$ cat src/rtl/serial_adder_ctrl_pkg.sv
// Shared types and constants for the bit-serial adder controller.
// State encoding, default operand width and counter-width helper.
package serial_adder_ctrl_pkg;

  localparam int unsigned DEFAULT_WIDTH = 8;

  typedef enum logic [1:0] {
    IDLE = 2'd0,
    RUN  = 2'd1,
    DONE = 2'd2
  } state_t;

  // Bit counter must index 0..WIDTH-1; never narrower than one bit.
  function automatic int unsigned cnt_width(input int unsigned w);
    return (w <= 2) ? 1 : $clog2(w);
  endfunction

endpackage

$ cat src/rtl/full_adder.sv
// Single-bit full adder cell shared by the serial adder controller.
module full_adder (
  input  logic a,
  input  logic b,
  input  logic cin,
  output logic sum,
  output logic cout
);

  assign sum  = a ^ b ^ cin;
  assign cout = (a & b) | (a & cin) | (b & cin);

endmodule

$ cat src/rtl/serial_adder_ctrl.sv
// Bit-serial adder: sequences one full_adder over WIDTH cycles, LSB first.
// Optional signed-overflow output enabled by defining SERIAL_ADD_OVF_EN.
module serial_adder_ctrl
  import serial_adder_ctrl_pkg::*;
#(
  parameter int unsigned WIDTH = DEFAULT_WIDTH
) (
  input  logic             clk,
  input  logic             rst,
  input  logic             start,
  input  logic [WIDTH-1:0] a,
  input  logic [WIDTH-1:0] b,
  input  logic             cin,
  output logic             busy,
  output logic             done,
  output logic [WIDTH-1:0] sum,
  output logic             cout
`ifdef SERIAL_ADD_OVF_EN
  ,
  output logic             ovf
`endif
);

  localparam int unsigned CW = cnt_width(WIDTH);

  state_t           state;
  state_t           state_next;
  logic             load;
  logic             step;
  logic             last;

  logic [WIDTH-1:0] a_sh;
  logic [WIDTH-1:0] b_sh;
  logic [WIDTH-1:0] res_sh;
  logic             carry;
  logic [CW-1:0]    cnt;
  logic             fa_sum;
  logic             fa_cout;

  full_adder u_fa (
    .a    (a_sh[0]),
    .b    (b_sh[0]),
    .cin  (carry),
    .sum  (fa_sum),
    .cout (fa_cout)
  );

  always_ff @(posedge clk or posedge rst) begin
    if (rst) state <= IDLE;
    else     state <= state_next;
  end

  // Next state and datapath strobes; start outside IDLE/DONE is ignored.
  always_comb begin
    state_next = state;
    load       = 1'b0;
    step       = 1'b0;
    last       = 1'b0;
    case (state)
      IDLE: begin
        if (start) begin
          load       = 1'b1;
          state_next = RUN;
        end
      end
      RUN: begin
        step = 1'b1;
        if (cnt == CW'(WIDTH - 1)) begin
          last       = 1'b1;
          state_next = DONE;
        end
      end
      DONE: begin
        if (start) begin
          load       = 1'b1;
          state_next = RUN;
        end else begin
          state_next = IDLE;
        end
      end
      default: state_next = IDLE;
    endcase
  end

  always_ff @(posedge clk or posedge rst) begin
    if (rst) begin
      busy   <= 1'b0;
      done   <= 1'b0;
      sum    <= '0;
      cout   <= 1'b0;
      a_sh   <= '0;
      b_sh   <= '0;
      res_sh <= '0;
      carry  <= 1'b0;
      cnt    <= '0;
`ifdef SERIAL_ADD_OVF_EN
      ovf    <= 1'b0;
`endif
    end else begin
      busy <= (state_next == RUN);
      done <= (state_next == DONE);
      if (load) begin
        a_sh  <= a;
        b_sh  <= b;
        carry <= cin;
        cnt   <= '0;
      end else if (step) begin
        a_sh   <= a_sh >> 1;
        b_sh   <= b_sh >> 1;
        carry  <= fa_cout;
        res_sh <= {fa_sum, res_sh[WIDTH-1:1]};
        cnt    <= cnt + CW'(1);
      end
      // Final bit: carry register still holds the carry into the MSB.
      if (last) begin
        sum  <= {fa_sum, res_sh[WIDTH-1:1]};
        cout <= fa_cout;
`ifdef SERIAL_ADD_OVF_EN
        ovf  <= carry ^ fa_cout;
`endif
      end
    end
  end

endmodule

$ cat config.mk
export PLATFORM = sky130hd
export DESIGN_NAME = serial_adder_ctrl
export DESIGN_NICKNAME = d
export VERILOG_FILES = /design/src/rtl/serial_adder_ctrl_pkg.sv /design/src/rtl/full_adder.sv /design/src/rtl/serial_adder_ctrl.sv
export SDC_FILE = /design/constraint.sdc
export NUM_CORES = 1
export LEC_CHECK = 0
export BUFFER_PORTS_ARGS = -buffer_cell sky130_fd_sc_hd__buf_2
export CORE_MARGIN = 2
export CORE_UTILIZATION = 45
export CTS_CLUSTER_DIAMETER = 150
export CTS_CLUSTER_SIZE = 30
export DETAILED_ROUTE_END_ITERATION = 12
export MAX_ROUTING_LAYER = met4
export PLACE_DENSITY = 0.68
export SYNTH_ARGS = -nofsm -noshare
export SYNTH_HDL_FRONTEND = slang
export SYNTH_SLANG_ARGS = --single-unit
$ cat constraint.sdc
create_clock -name clk -period 2.95 [get_ports clk]
set_input_delay 0.4425 -clock clk [delete_from_list [all_inputs] [get_ports clk]]
set_output_delay 0.4425 -clock clk [all_outputs]
set_load 0.005 [all_outputs]
Word level (Yosys, flattened, before mapping)

Cells that the tools add are included.

Register bits: 41
Bits in latches: 0
Memory bits (writable): 0
Bits in read-only memories: 0
Input bits: 20
Output and inout bits: 11
Logic and storage cells: 45
Memories: 0

$add $sub $neg: 1
Multiply operators: 0
Div/mod/pow operators: 0
Order comparisons: 0
Equal/unequal tests: 5
Shift operators: 0
Mux-type cells: 17
Bitwise operators: 8
Reductions and logical operators: 4

Operators by type and width:

| operator            | number |
|---|---|
| $mux 8              | 4 |
| $mux 1              | 8 |
| $mux 3              | 2 |
| $pmux 2 s3          | 1 |
| $eq 2x1->1 const B  | 2 |
| $eq 2x2->1 const B  | 2 |
| $mux 2              | 2 |
| $add 3x1->3 const B | 1 |
| $and 1x1->1         | 3 |
| $eq 3x3->1 const B  | 1 |
| $logic_not 2->1     | 1 |
| $or 1x1->1          | 2 |
| $reduce_and 2->1    | 1 |
| $reduce_bool 2->1   | 1 |
| $reduce_or 2->1     | 1 |
| $xor 1x1->1         | 2 |
| $not 1->1           | 1 |

Longest topological paths before layout

Gate-level depths: netlist of the first run.

Word-level depth: 5
Mapped depth: 6
Depth with buffers taken out: 5

Cells and area by module

Synthesis of the first run repeated with hierarchy kept, for this count alone.

Cell total of the unflattened synthesis: 157
Area total of the unflattened synthesis: 1816.7 um^2

Modules (own cells, without submodules):

| module            | times used | cells an instance | area an instance (um^2) | sequential area each (um^2) |
|---|---|---|---|---|
| serial_adder_ctrl | 1          | 156               | 1796.7                  | 1001.0 |
| full_adder        | 1          | 1                 | 20.0                    | 0.0 |

Worst setup path before layout of the first run

Ideal clock, no wire load.

Path type: flip-flop to flip-flop
From: register cnt[0]
To: register sum[0]
Setup time: 0.125 ns
Data arrival time: 1.257 ns
Data required time: 2.825 ns
Setup slack: 1.568 ns
Cell stages (with the launch flop): 6
Buffers on the path: 0
Period minus slack after synthesis: 1.382 ns
Cells stage by stage: dfrtp_1 > ha_1 > ha_1 > nand2_4 > inv_6 > mux2_4

Longest elaborated chain between the ends: 3

Ends and longest elaborated chain:

| element                  | RTL line                 | RTL |
|---|---|---|
| start: declaration       | serial_adder_ctrl.sv:36  | `logic [CW-1:0] cnt;` |
| start signal: assignment | serial_adder_ctrl.sv:112 | `cnt <= cnt + CW'(1);` |
| $eq 3x3->1               | serial_adder_ctrl.sv:68  | `if (cnt == CW'(WIDTH - 1)) begin` |
| $mux 1                   | serial_adder_ctrl.sv:68  |  |
| $mux 1                   | serial_adder_ctrl.sv:59  | `case (state)` |
| end signal: assignment   | serial_adder_ctrl.sv:116 | `sum <= {fa_sum, res_sh[WIDTH-1:1]};` |
| end: declaration         | serial_adder_ctrl.sv:16  | `output logic [WIDTH-1:0] sum,` |

No other way between the ends.
A chain may end at the register's enable or synchronous reset.

Worst setup path after layout of the first run

From: register state[0]
To: register sum[1]

Longest elaborated chain between the ends: 2

Ends and longest elaborated chain:

| element                  | RTL line                | RTL |
|---|---|---|
| start: declaration       | serial_adder_ctrl.sv:26 | `state_t state;` |
| start signal: assignment | serial_adder_ctrl.sv:50 | `else state <= state_next;` |
| $eq 2x1->1               | serial_adder_ctrl.sv:59 |  |
| $mux 1                   | serial_adder_ctrl.sv:59 |  |

No other way between the ends.

==> results of run 1 <==
-- cells by family after synthesis --
group	synth area share, %
compound gates	9.94
xor+xnor	0.490
fa+ha+maj	2.52
buf+inv	5.32
flops	56.0
mux	11.5
simple gates	14.2
-- sequential cells by signal, indices dropped and copies added, names as in the netlist --
name	flops
done	1
sum	8
b_sh	8
busy	1
state	2
carry	1
cout	1
cnt	3
res_sh	7
a_sh	8
-- critical path, cell delays in order (launching register included) --
cell     delay, ns
dfrtp_1       0.67
nor2b_4       0.55
nand2_4       0.16
inv_6         0.13
mux2_4        0.30
-- where the power goes --
group	switching [mW]	internal, mW
sequential	0.196	0.803
clock	0.177	0.191
combinational	0.378	0.392
-- Yosys cell counts --
cell / count
a211oi_1: 5
a21oi_1: 5
a22o_1: 4
a22oi_1: 2
buf_2: 3
buf_4: 2
buf_6: 4
clkbuf_1: 1
dfrtp_1: 40
fa_1: 1
ha_1: 2
inv_1: 2
inv_6: 1
mux2_2: 1
mux2_4: 9
mux2i_1: 6
nand2_1: 23
nand2_4: 1
nand2b_1: 2
nand3_1: 3
nor2_1: 10
nor2b_1: 6
nor2b_4: 1
nor3_1: 8
o21ai_0: 3
o22ai_1: 8
xnor2_1: 1
-- final timing paths --
path                                    startpoint  depth (start not counted)             endpoint
worst min register to register  sum[0]$_DFFE_PP0P_                          1   sum[0]$_DFFE_PP0P_
max in group asynchronous                      rst                          3   state[0]$_DFF_PP0_
min in group clk                               cin                          3    carry$_DFFE_PP0P_
worst min-delay path                           rst                          3  b_sh[2]$_DFFE_PP0P_
worst max-delay path            state[0]$_DFF_PP0_                          4   sum[1]$_DFFE_PP0P_
worst max register to register  state[0]$_DFF_PP0_                          4   sum[1]$_DFFE_PP0P_
-- cell type report --
class	count	area (µm²)
Fill cell	356	1730
Sequential cell	40	1000
Clock buffer	8	90.1
Tap cell	48	60.1
Timing Repair Buffer	31	158
Multi-Input combinational cell	101	692
Inverter	3	16.3
-- per-layer routing --
metal / global-route usage [%] / wire length, µm / vias to the layer above
met5: - / 0 / -
met1: 21.2 / 1510 / 569
met4: 5.61 / 49 / 0
li1: - / - / 589
met3: 6.76 / 168 / 4
met2: 26.0 / 1510 / 34
-- metrics by stage --
step	setup slack [ns]	util, %	instances
2_1_floorplan	1.57	-	154
3_3_place_gp	1.09	51.5	223
3_5_place_dp	1.03	51.5	223
4_1_cts	1.02	53.9	231
5_1_grt	0.850	53.9	231
6_report	1.02	53.9	231
==> flow_summary.toml, run 1 <==
[run_status]
status = "complete, no violations"

[finish]
post_route_cells_drive_above_1_share_pct = 27.3
layout_commonest_cell = "dfrtp_1"
antenna_cells = 0
final_cell_mix = "dfrtp_1 (40), buf_2 (30), nand2_1 (23)"
fin_area_mm2 = 0.00202
areaGrowthSynthToFinish_pct = 12.8
nets = 205

[setup_path]
ff2ff_setup_slack_ns = 1.02
end_kind = "flip-flop"
start_kind = "flip-flop"
path_class = "reg2reg"
critPathMaxFanout = 20
arrival_ns = 2.10
cp.required_ns = 3.12

[floorplan]
io_pins = 31
die_h_um = 67.0
core_mm2 = 0.00374
start_util_pct = 47.8
die-width_um = 67.0
rows = 22
die_area_mm2 = 0.00449

[yosys]
ys_warn_count = 0
yosys.area.top_type = "dfrtp_1"
netlist_area_mm2 = 0.00179
ys_ff_latch = 40
syn_avg_cell_area_um2 = 11.6
synth.top_cell.area_share_pct = 56.0
synth.net_count = 177
synth.area.top_cells = "dfrtp_1 (56%), mux2_4 (7.6%), nand2_1 (4.8%), mux2i_1 (3.4%), o22ai_1 (2.8%)"
ys_types = 27
ys_seq_area_share_pct = 56.0
syn-instance-count = 154

[global_route]
antenna_found_initial = 0
grt_use_total_pct = 17.2
grt_pass1_wl_um = 5470
grt_max_degree = 41
gr-total-overflow = 0
grt_pass1_vias = 1196

[pwr]
ir_drop_mv = 0.549
p_per_area_mw_per_mm2 = 1060
leakage_nw = 0.983
finalPower_mw = 2.14

[timing]
tns_ns = 0
hold-worst-slack_ns = 0.262
fmax_ghz = 0.519
setup_viol = 0
rsz0062_at_grt = "false"
final.period_utilization_pct = 65.4
slew_headroom_pct = 46.6
drv_slew = 0
final_hold_viol_count = 0
finalClockSkew_ns = 0.00350
worstMarginPinSlew_ns = 0.799
period_needed_ns = 1.93

[clock_network]
cts-resized-gates = 0
postCtsSetupBuffers = 0
tritoncts = "built"
root_buffer = "clkbuf_8"
cts_max_level = 2
clock_sinks = 40
clk_pin_slew_ns = 0.07
cts.path.max_buffers = 2
cts_hold_buf = 0
cts_buffers = 5
clk_latency_ns = 0.29

[detailed_routing]
drtIter0Drc = 31
ant_nets = 0
vias = 1196
wl_per_cell_um = 14.0
dr.pass1.iters = 4
viasPerCell = 5.18
routed_wl_um = 3240
post-route-drc-count = 0

[placement]
gp_congestion = 0.693
dpl.hpwl_um = 2230
dpl_cell_area_mm2 = 0.00193
io_buffers = 30

[worst_hold_path]
hold_path.class = "in2async"

[flow_run]
drv_cap = 0
(Power assumes the default switching activity.)
==> run 2, diff against run 1 <==
==> constraint.sdc (replaced) <==
create_clock -name clk -period 1.8 [get_ports clk]
set_input_delay 0.27 -clock clk [delete_from_list [all_inputs] [get_ports clk]]
set_output_delay 0.27 -clock clk [all_outputs]
set_load 0.005 [all_outputs]
==> run 2 against run 1 <==
  * Sequential power is 60% higher
  * Hold slack got worse by 0.18 ns
  * Register-to-register slack lost 0.71 ns
  * Utilization is 1.4 points higher
  * Cell count rose by 1.7%
  * Power is 71% higher
  * Cell area is 2.5% higher
  * Sequential cell count is the same
  * First-iteration DRC count increased to 3.3 times the previous value
  * Fmax grew 30%
  * Largest power group unchanged
  * Highest routed layer unchanged
==> flow_summary.toml, run 2 (synthesis gave the netlist of run 1 again) <==
[floorplan]
die_h_um = 67.0
die-width_um = 67.0
core_mm2 = 0.00374
die_area_mm2 = 0.00449
rows = 22
start_util_pct = 47.8
io_pins = 31

[setup_path]
critical_path_buf_inv_count = 1
end_kind = "flip-flop"
critPathMaxStageDelay_ns = 0.41
critPathMostFrequentCell = "ha_1"
crit_chain = "ha_1 -> ha_1 -> nand2_4 -> inv_6 -> mux2_4"
slowest_stage = "dfrtp_1"
critPathMaxFanout = 7
arrival_ns = 1.67
start_kind = "flip-flop"
cp.required_ns = 1.98
path_class = "reg2reg"
path_delay_family = "adder cells"

[global_route]
gr-total-overflow = 0
grt_pass1_vias = 1184
grt_max_degree = 41
grt_use_total_pct = 17.4
antenna_found_initial = 0
grt_pass1_wl_um = 5500

[timing]
worstMarginPinSlew_ns = 0.653
tns_ns = 0
setup_viol = 0
finalClockSkew_ns = 0.00188
final_hold_viol_count = 0
layout_setup_ws_ns = 0.314
slew_headroom_pct = 56.5
final.period_utilization_pct = 82.6
drv_slew = 0
fmax_ghz = 0.673
period_needed_ns = 1.49
rsz0062_at_grt = "false"
hold-worst-slack_ns = 0.0774

[finish]
ff_latch_area_mm2 = 0.00100
nets = 209
multi_input_area_um2 = 692
fin_area_mm2 = 0.00207
post_route_cells_drive_above_1_share_pct = 29.9
layout_commonest_cell = "dfrtp_1"
antenna_cells = 0
areaGrowthSynthToFinish_pct = 15.7
nFillCells = 348
final_cell_mix = "dfrtp_1 (40), buf_2 (30), nand2_1 (23)"
reg_top3 = "a_sh (8), b_sh (8), sum (8)"

[clock_network]
cts.path.max_buffers = 2
cts-resized-gates = 0
cts_buffers = 5
tritoncts = "built"
clk_pin_slew_ns = 0.08
root_buffer = "clkbuf_8"
clock_sinks = 40
cts_max_level = 2
postCtsSetupBuffers = 0
cts_hold_buf = 0
clk_latency_ns = 0.29

[detailed_routing]
wl_per_cell_um = 13.6
vias = 1230
post-route-drc-count = 0
dr.pass1.iters = 4
viasPerCell = 5.23
routed_wl_um = 3210
drtIter0Drc = 103
ant_nets = 0

[placement]
dpl_cell_area_mm2 = 0.00196
pre_cts_ws_ns = 0.319
gp_congestion = 0.747
dpl.hpwl_um = 2220
io_buffers = 30

[pwr]
finalPower_mw = 3.65
p_per_area_mw_per_mm2 = 1760
ir_drop_mv = 0.976
leakage_nw = 1.01

[run_status]
status = "complete, no violations"

[flow_run]
drv_cap = 0

[worst_hold_path]
hold_path.class = "in2async"
==> run 2: changes by cell type in the layout (fill, tap and decap cells not counted) <==
| cell | before | now |
|---|---|---|
| buf_4 | 1 | 5 |
| bufinv_16 | 0 | 1 |
| clkinv_2 | 0 | 1 |
| clkbuf_8 | 6 | 5 |
| clkbuf_1 | 2 | 0 |
| clkinvlp_4 | 0 | 1 |
==> run 2: worst reg2reg max path, stage by stage, from the launching register on <==
cell,delay (ns)
dfrtp_1,0.41
ha_1,0.23
ha_1,0.23
nand2_4,0.14
inv_6,0.07
mux2_4,0.29
==> run 2: metrics by stage <==
step,instances,utilization [%]
6_report,235,55.2
3_5_place_dp,227,52.3
3_3_place_gp,227,52.3
4_1_cts,235,55.2
2_1_floorplan,154,-
5_1_grt,235,55.2
==> run 2: area by class of cell <==
type / instances / share of cell area, %
flip-flops and latches: 40 / 48.4
multi-input cells: 101 / 33.5
repair buffers: 35 / 9.07
clock buffers: 5 / 3.33
well taps: 48 / 2.90
clock inverters: 3 / 2.06
inverters: 3 / 0.786
==> run 2: worst paths after layout <==
check                           slack, ns             startpoint  depth (start not counted)                    end
max in group asynchronous            1.37                    rst                          3  res_sh[1]$_DFFE_PP0P_
worst min-delay path                 0.08                    rst                          3  res_sh[2]$_DFFE_PP0P_
worst max-delay path                 0.31     cnt[0]$_DFFE_PP0P_                          5     sum[1]$_DFFE_PP0P_
min in group clk                     0.21                   b[7]                          2    b_sh[7]$_DFFE_PP0P_
worst max register to register       0.31     cnt[0]$_DFFE_PP0P_                          5     sum[1]$_DFFE_PP0P_
worst min register to register       0.49  res_sh[1]$_DFFE_PP0P_                          2  res_sh[1]$_DFFE_PP0P_
==> run 2: routing by layer <==
layer / up-vias / global-route usage [%] / wire length (µm)
met5: - / - / 0
met4: 0 / 7.65 / 63
met3: 6 / 6.08 / 139
li1: 594 / - / -
met2: 25 / 26.4 / 1590
met1: 605 / 21.0 / 1420
==> run 2: where the power goes <==
part           internal [mW]  switching (mW)
logic                  0.679           0.647
registers               1.32           0.280
clock network          0.410           0.315
total                   2.41            1.24
